$ cat config.mk
export PLATFORM = sky130hd
export DESIGN_NAME = uart_rx_fc
export DESIGN_NICKNAME = d
export VERILOG_FILES = /design/src/rtl/uart_rx_fc.sv
export SDC_FILE = /design/constraint.sdc
export NUM_CORES = 1
export LEC_CHECK = 0
export ABC_AREA = 1
export ABC_CLOCK_PERIOD_IN_PS = 6850
export CAP_MARGIN = 0
export CORE_MARGIN = 3
export CORE_UTILIZATION = 67
export CTS_CLUSTER_SIZE = 40
export DETAILED_ROUTE_END_ITERATION = 7
export PLACE_DENSITY = 0.85
export REMOVE_ABC_BUFFERS = 1
export SYNTH_ARGS = -nofsm -noshare
export SYNTH_HDL_FRONTEND = slang
export SYNTH_SLANG_ARGS = --single-unit
$ cat constraint.sdc
create_clock -name clk -period 6.85 [get_ports clk]
set_clock_uncertainty 0.05 [all_clocks]
set_input_delay 0.685 -clock clk [delete_from_list [all_inputs] [get_ports clk]]
set_output_delay 0.685 -clock clk [all_outputs]
set_load 0.02 [all_outputs]
$ cat src/rtl/uart_rx_fc.sv
// uart_rx_fc: 8N1 UART receiver with a small receive FIFO, a ready/valid
// output, RTS flow control and sticky frame/overrun error flags.
module uart_rx_fc #(
  parameter int FREQ_MHZ   = 16,
  parameter int BAUDS      = 115200,
  parameter int FIFO_DEPTH = 16,
  parameter int RTS_MARGIN = 4
) (
  input  logic       clk,
  input  logic       reset_ni,
  input  logic       rx_i,
  output logic       rts_o,
  output logic [7:0] data_o,
  output logic       valid_o,
  input  logic       ready_i,
  output logic       frame_err_o,
  output logic       overrun_o,
  input  logic       clear_i
);

  localparam int CLKS_PER_BIT = (FREQ_MHZ * 1000000) / BAUDS;
  localparam int CNT_W        = $clog2(CLKS_PER_BIT);
  localparam int IDX_W        = $clog2(FIFO_DEPTH);
  localparam int PTR_W        = IDX_W + 1;

  localparam logic [CNT_W-1:0] HALF_LOAD = CNT_W'(CLKS_PER_BIT / 2 - 1);
  localparam logic [CNT_W-1:0] FULL_LOAD = CNT_W'(CLKS_PER_BIT - 1);

  typedef enum logic [1:0] {
    ST_IDLE,
    ST_START,
    ST_DATA,
    ST_STOP
  } state_t;

  state_t state_q, state_d;

  logic [1:0]       sync_q;
  logic             rx_s;
  logic [CNT_W-1:0] cnt_q;
  logic [2:0]       idx_q;
  logic [7:0]       shift_q;
  logic             cnt_zero;

  logic load_half, load_full, dec_cnt, start_ok, sample_bit, stop_ok, stop_bad;

  logic             push_req_q;
  logic [7:0]       push_byte_q;
  logic [7:0]       mem [FIFO_DEPTH];
  logic [PTR_W-1:0] wptr_q, rptr_q, wptr_n, rptr_n, count;
  logic [PTR_W:0]   free_entries;
  logic             full, pop, do_push, drop, head_bypass;

  assign rx_s     = sync_q[1];
  assign cnt_zero = (cnt_q == '0);

  // Two-flop synchronizer; idles high so reset never looks like a start bit
  always_ff @(posedge clk or negedge reset_ni) begin
    if (!reset_ni) sync_q <= 2'b11;
    else           sync_q <= {sync_q[0], rx_i};
  end

  // Receive FSM state register
  always_ff @(posedge clk or negedge reset_ni) begin
    if (!reset_ni) state_q <= ST_IDLE;
    else           state_q <= state_d;
  end

  // Receive FSM next-state logic
  always_comb begin
    state_d = state_q;
    case (state_q)
      ST_IDLE:  if (!rx_s) state_d = ST_START;
      ST_START: if (cnt_zero) state_d = rx_s ? ST_IDLE : ST_DATA;
      ST_DATA:  if (cnt_zero && idx_q == 3'd7) state_d = ST_STOP;
      ST_STOP:  if (cnt_zero) state_d = ST_IDLE;
      default:  state_d = ST_IDLE;
    endcase
  end

  // Receive FSM outputs: strobes that steer the bit counter and shifter
  always_comb begin
    load_half  = 1'b0;
    load_full  = 1'b0;
    dec_cnt    = 1'b0;
    start_ok   = 1'b0;
    sample_bit = 1'b0;
    stop_ok    = 1'b0;
    stop_bad   = 1'b0;
    case (state_q)
      ST_IDLE: load_half = !rx_s;
      ST_START: begin
        if (cnt_zero) begin
          load_full = !rx_s;
          start_ok  = !rx_s;
        end else begin
          dec_cnt = 1'b1;
        end
      end
      ST_DATA: begin
        if (cnt_zero) begin
          load_full  = 1'b1;
          sample_bit = 1'b1;
        end else begin
          dec_cnt = 1'b1;
        end
      end
      ST_STOP: begin
        if (cnt_zero) begin
          stop_ok  = rx_s;
          stop_bad = !rx_s;
        end else begin
          dec_cnt = 1'b1;
        end
      end
      default: ;
    endcase
  end

  // Bit-period counter, bit index and LSB-first shift register
  always_ff @(posedge clk or negedge reset_ni) begin
    if (!reset_ni) begin
      cnt_q   <= '0;
      idx_q   <= '0;
      shift_q <= '0;
    end else begin
      if (load_half)      cnt_q <= HALF_LOAD;
      else if (load_full) cnt_q <= FULL_LOAD;
      else if (dec_cnt)   cnt_q <= cnt_q - CNT_W'(1);
      if (start_ok)        idx_q <= '0;
      else if (sample_bit) idx_q <= idx_q + 3'd1;
      if (sample_bit) shift_q[idx_q] <= rx_s;
    end
  end

  // Completed byte is staged one cycle before it is written into the FIFO
  always_ff @(posedge clk or negedge reset_ni) begin
    if (!reset_ni) begin
      push_req_q  <= 1'b0;
      push_byte_q <= '0;
    end else begin
      push_req_q <= stop_ok;
      if (stop_ok) push_byte_q <= shift_q;
    end
  end

  assign count   = wptr_q - rptr_q;
  assign full    = (wptr_q[IDX_W-1:0] == rptr_q[IDX_W-1:0]) &&
                   (wptr_q[IDX_W] != rptr_q[IDX_W]);
  assign pop     = valid_o & ready_i;
  assign do_push = push_req_q & (~full | pop);
  assign drop    = push_req_q & full & ~pop;
  assign wptr_n  = wptr_q + PTR_W'(do_push);
  assign rptr_n  = rptr_q + PTR_W'(pop);
  assign head_bypass  = do_push && (wptr_q[IDX_W-1:0] == rptr_n[IDX_W-1:0]);
  assign free_entries = (PTR_W+1)'(FIFO_DEPTH) - {1'b0, count};

  // FIFO storage; contents need no reset because valid_o gates them
  always_ff @(posedge clk) begin
    if (do_push) mem[wptr_q[IDX_W-1:0]] <= push_byte_q;
  end

  // FIFO pointers and registered head; a push into an empty FIFO bypasses memory
  always_ff @(posedge clk or negedge reset_ni) begin
    if (!reset_ni) begin
      wptr_q  <= '0;
      rptr_q  <= '0;
      valid_o <= 1'b0;
      data_o  <= '0;
    end else begin
      wptr_q  <= wptr_n;
      rptr_q  <= rptr_n;
      valid_o <= (wptr_n != rptr_n);
      data_o  <= head_bypass ? push_byte_q : mem[rptr_n[IDX_W-1:0]];
    end
  end

  // RTS follows the occupancy one cycle late, with no hysteresis
  always_ff @(posedge clk or negedge reset_ni) begin
    if (!reset_ni) rts_o <= 1'b0;
    else           rts_o <= (free_entries > (PTR_W+1)'(RTS_MARGIN));
  end

  // Sticky error flags; a new error wins over a simultaneous clear
  always_ff @(posedge clk or negedge reset_ni) begin
    if (!reset_ni) begin
      frame_err_o <= 1'b0;
      overrun_o   <= 1'b0;
    end else begin
      if (stop_bad)     frame_err_o <= 1'b1;
      else if (clear_i) frame_err_o <= 1'b0;
      if (drop)         overrun_o <= 1'b1;
      else if (clear_i) overrun_o <= 1'b0;
    end
  end

endmodule

Yosys cells after proc, flatten, opt, wreduce, memory -nomap -nowiden

Memories as Yosys holds them, arrays and structs flattened. A register that Yosys moved wholly into a read port is not among the register bits.
Cells that the tools add are included.

Flip-flop bits (word level): 46
Memory bits (writable): 128
Word-level logic and storage cells: 84
Memories kept: 1

Add/subtract/negate cells: 6
Order comparisons: 3
Eq/ne operators: 11
Mux-type cells: 30
Bitwise operators: 7
Reductions and logical operators: 13

Memory list:

| memory | words | bits a word | rd ports | clocked after Yosys merged registers in | write ports | RTL line | RTL |
|---|---|---|---|---|---|---|---|
| mem    | 16    | 8           | 1        | 1                                       | 1           | 49       | `logic [7:0] mem [FIFO_DEPTH];` |

Operators with widths:

| kind                                                                            | count |
|---|---|
| 8-bit 2-to-1 mux                                                                | 3 |
| 1-bit 2-to-1 mux                                                                | 16 |
| 5-bit by 1-bit adder with 5-bit output                                          | 2 |
| 2-bit 2-to-1 mux                                                                | 5 |
| 8-bit bitwise mux                                                               | 1 |
| 8-bit logical NOT                                                               | 1 |
| 2-bit != test, second input constant                                            | 4 |
| 2-bit case mux with 4 select lines                                              | 1 |
| 8-bit by 1-bit subtractor with 8-bit output, second input constant              | 1 |
| 6-bit by 3-bit greater-than comparator with 1-bit output, second input constant | 1 |
| 3-bit 2-to-1 mux                                                                | 2 |
| 2-bit nonzero test                                                              | 3 |
| 5-bit by 5-bit subtractor with 6-bit output, first input constant               | 1 |
| 5-bit != test                                                                   | 1 |
| 5-bit subtractor                                                                | 1 |
| 1-bit bitwise AND                                                               | 4 |
| 2-bit == test, second input constant                                            | 2 |
| 4-bit == test                                                                   | 1 |
| 3-bit by 4-bit < comparator with 1-bit output, second input constant            | 1 |
| 4-bit AND reduction                                                             | 1 |
| 3-bit by 1-bit adder with 3-bit output, second input constant                   | 1 |
| 1-bit demux with 3-bit select                                                   | 1 |
| 3-bit == test, second input constant                                            | 1 |
| 3-bit by 1-bit >= comparator with 1-bit output, second input constant           | 1 |
| 10 further kinds                                                                | 14 |

Depth between registers and ports, before layout

Depth after elaboration: 7
Depth in mapped cells: 15
Mapped depth without buffers: 15

Worst setup path before layout

OpenSTA, ideal clock, no wires.

Path type: register -> register
Start point: register rptr_q[2]
End point: register valid_o
Data arrival time: 2133 ps
Data required time: 6681 ps
Path slack: 4549 ps
Stages on the path, launching flop included: 15
Path buffers: 0
Period minus slack after synthesis: 2301 ps
Path through: dfrtp_1 > inv_2 > ha_1 > nand2_1 > nor2_1 > nand3_1 > nand2_2 > inv_2 > ha_1 > ha_1 > xor2_1 > nor2_1 > o21ai_0 > nor2_1 > nand2_1

Word-level cells in the longest chain between the ends: 7
Elaborated cells between the ends (all ways): 8

RTL lines:

| element                                | RTL line | RTL |
|---|---|---|
| from (decl)                            | 50       | `logic [PTR_W-1:0] wptr_q, rptr_q, wptr_n, rptr_n, count;` |
| from (signal assigned)                 | 172      | `rptr_q <= rptr_n;` |
| 4-bit == test                          | 148      | `assign full = (wptr_q[IDX_W-1:0] == rptr_q[IDX_W-1:0]) &&` |
| 1-bit logical AND                      | 148      |  |
| 1-bit NOT                              | 151      | `assign do_push = push_req_q & (~full \| pop);` |
| 1-bit bitwise OR                       | 151      |  |
| 1-bit bitwise AND                      | 151      |  |
| 5-bit by 1-bit adder with 5-bit output | 153      | `assign wptr_n = wptr_q + PTR_W'(do_push);` |
| named net wptr_n[1]                    | 50       |  |
| 5-bit != test                          | 173      | `valid_o <= (wptr_n != rptr_n);` |
| to (signal assigned)                   | 173      |  |
| to (decl)                              | 14       | `output logic valid_o,` |

The timed path passes the listed nets, and every way through them passes these cells.
A chain may end at the register's enable or synchronous reset.

Worst setup path in the final report

Start point: input ready_i
End point: register data_o[2] (read register of mem)

Word-level cells in the longest chain between the ends: 2

RTL lines:

| element                                | RTL line | RTL |
|---|---|---|
| from (decl)                            | 15       | `input logic ready_i,` |
| 1-bit bitwise AND                      | 150      | `assign pop = valid_o & ready_i;` |
| 5-bit by 1-bit adder with 5-bit output | 154      | `assign rptr_n = rptr_q + PTR_W'(pop);` |
| named net rptr_n[0]                    | 50       |  |
| to (decl)                              | 13       | `output logic [7:0] data_o,` |

The timed path passes the listed nets, and every way through them passes these cells.

==> flow_summary.json <==
{
  "ctsHoldBuffers": 0,
  "rrSetupSlack_ns": 3.79,
  "cts-root-buf": "clkbuf_16",
  "layout.nets": 897,
  "cts_setup_buffers": 0,
  "synth.distinct_cells": 44,
  "h-tree-depth": 4,
  "io_pins": 17,
  "fmax_mhz": 300,
  "status": "complete, no violations",
  "period_needed_ns": 3.33,
  "max_cap_violations": 0,
  "synth_xor_area_share_pct": 2.15,
  "crit_family": "buffers and inverters",
  "drtIter0Drc": 578,
  "fin_tns_setup_ns": 0,
  "clk_path_buf_depth": 2,
  "ant_nets": 0,
  "die_height_um": 119,
  "cts.repair.resized": 0,
  "clock-sinks": 182,
  "yosys.area_share.simple_pct": 23.9,
  "maxSlewHeadroom_pct": 42.5,
  "crit_type": "in2reg",
  "initial_core_util_pct": 69.7,
  "grt_pass1_vias": 6041,
  "clock_latency_ns": 0.43,
  "hpwl_um": 11700,
  "via_per_inst": 5.68,
  "syn-cell-area_um2": 8550,
  "pre_cts_ws_ns": 3.19,
  "die_w_um": 119,
  "synth.area.mux_share_pct": 0,
  "area_growth_pct": 8.90,
  "dr.pass1.iters": 5,
  "p_leak_nw": 4.23,
  "worst_slew_pin_slew_ns": 0.859,
  "synth_top_family_by_area": "simple AND/OR/NAND/NOR gates",
  "worstPathMaxFanout": 68,
  "crit_required_ns": 7.11,
  "vias": 5995,
  "crit_arrival_ns": 3.59,
  "drive_gt1_share_pct": 7.66,
  "cts_buffers": 17,
  "clk_pin_slew_ns": 0.06,
  "cts_tree": "built",
  "wl_um": 18800,
  "place_congestion": 0.890,
  "final_cell_mix": "262 x nand2_1, 129 x nand3_1, 128 x edfxtp_1",
  "synth-edff-count": 128,
  "syn_inst": 861,
  "holdWs_ns": 0.308,
  "drc_errors": 0,
  "antenna_found_initial": 0,
  "cpMostUsedCell": "nand2_1",
  "power_mw": 3.38,
  "crit_slowest_cell": "buf_4",
  "syn_area_per_cell_um2": 9.93,
  "max-vdd-ir-drop_uv": 407,
  "die_area_um2": 14100,
  "ys_seq_area_share_pct": 60.8,
  "final.setup.worst_slack_ns": 3.52,
  "synth_ff_type": "edfxtp_1",
  "p_per_area_nw_per_um2": 363,
  "finalMaxSlewViolations": 0,
  "ys_warn_count": 0,
  "diodes": 0,
  "grt_max_degree": 69,
  "finalHoldViolations": 0,
  "holdCritPathClass": "reg2reg",
  "cp-end-kind": "register",
  "fin_crit_sh_pct": 48.6,
  "synth-compound-area-share_pct": 2.21,
  "path_buf_inv": 5,
  "setup_viol": 0,
  "slowest_delay_ns": 0.58,
  "synthAdderAreaFrac_pct": 2.58,
  "path_cells": "clkdlybuf4s50_1 -> nand2_1 -> inv_1 -> ha_2 -> buf_4 -> inv_1 -> buf_4 -> nand2_1 -> nand2_1 -> nor2_4 -> nand3_4 -> nor2_8 -> nand2_4 -> nand2_1 -> nand2_1",
  "start_kind": "input port",
  "portBuffers": 16,
  "coreArea_um2": 12300,
  "grt-ovfl-total": 0,
  "grt_pass1_wl_um": 30500,
  "track_usage_pct": 28.3,
  "synthArstFlopShare_pct": 29.7,
  "fin_util_pct": 75.9,
  "rsz0062_at_grt": "false",
  "rows": 40,
  "routedWlPerCell_um": 17.8,
  "synth-seq-cells": 182,
  "layout_commonest_cell": "nand2_1"
}
final cells by class:
type,instances,area (um2)
Clock inverter,8,42.5
Multi-Input combinational cell,521,2640
Inverter,133,515
Fill cell,822,2960
Clock buffer,24,514
Tap cell,168,210
Sequential cell,182,5200
Timing Repair Buffer,20,185
power breakdown:
part           internal [mW]  switching [mW]
Combinational          0.377           0.841
Sequential              1.21          0.0312
Clock                  0.522           0.391
cell usage after synthesis, types with 3 or more instances:
cell type / instances / area (um2)
nand2_1: 262 / 983
nand3_1: 129 / 646
edfxtp_1: 128 / 3840
inv_1: 124 / 465
dfrtp_1: 52 / 1300
nor2_1: 34 / 128
ha_1: 16 / 200
o21ai_0: 12 / 60.1
xor2_1: 10 / 87.6
buf_4: 9 / 67.6
o21ai_1: 9 / 45.0
buf_2: 7 / 35.0
nand2_4: 6 / 67.6
nand4_1: 6 / 37.5
xnor2_1: 6 / 52.6
a21oi_1: 5 / 25.0
clkbuf_8: 5 / 68.8
nand2_2: 4 / 25.0
inv_2: 3 / 11.3
nor2_8: 3 / 60.1
worst paths after layout:
| path | from | to | depth (start not counted) |
|---|---|---|---|
| min | sync_q[0]$_DFF_PN1_ | sync_q[1]$_DFF_PN1_ | 0 |
| max in group asynchronous | reset_ni | data_o[3]$_DFF_PN0_ | 2 |
| min in group asynchronous | reset_ni | rptr_q[0]$_DFF_PN0_ | 2 |
| max | ready_i | data_o[2]$_DFF_PN0_ | 15 |
| max reg2reg | valid_o$_DFF_PN0_ | data_o[2]$_DFF_PN0_ | 14 |
| min reg2reg | sync_q[0]$_DFF_PN1_ | sync_q[1]$_DFF_PN1_ | 0 |
metrics by stage:
stage                     std cells  cell area, um2
final                          1056            9310
after global routing           1056            9310
after CTS                      1056            9310
after detailed placement       1024            8750
after global placement         1024            8750
after floorplan                 836            8350
layer usage:
| metal | part of all wire, % | track usage [%] | vias up | wire [um] |
|---|---|---|---|---|
| met2 | 51 | 47.9 | 270 | 9490 |
| met1 | 39 | 36.2 | 2872 | 7300 |
| li1 | - | - | 2808 | - |
| met5 | 0 | 0 | - | 0 |
| met3 | 7.8 | 5.79 | 45 | 1460 |
| met4 | 2.7 | 11.1 | 0 | 504 |
kinds of logic after synthesis:
family                   count (synthesis)
adder cells (fa/ha/maj)                 17
buffers and inverters                  158
flip-flops                             182
AND/OR/NAND/NOR                        454
XOR/XNOR                                18
AO/OA/AOI/OAI                           32
state kept, by name (all words and copies together), names as in the netlist, 2 cells and up, named ones only:
name,cells
shift_q,8
idx_q,3
data_o,8
sync_q,2
rptr_q,5
mem,128
cnt_q,8
push_byte_q,8
wptr_q,5
Note: power is estimated with default switching activity, not from simulation.
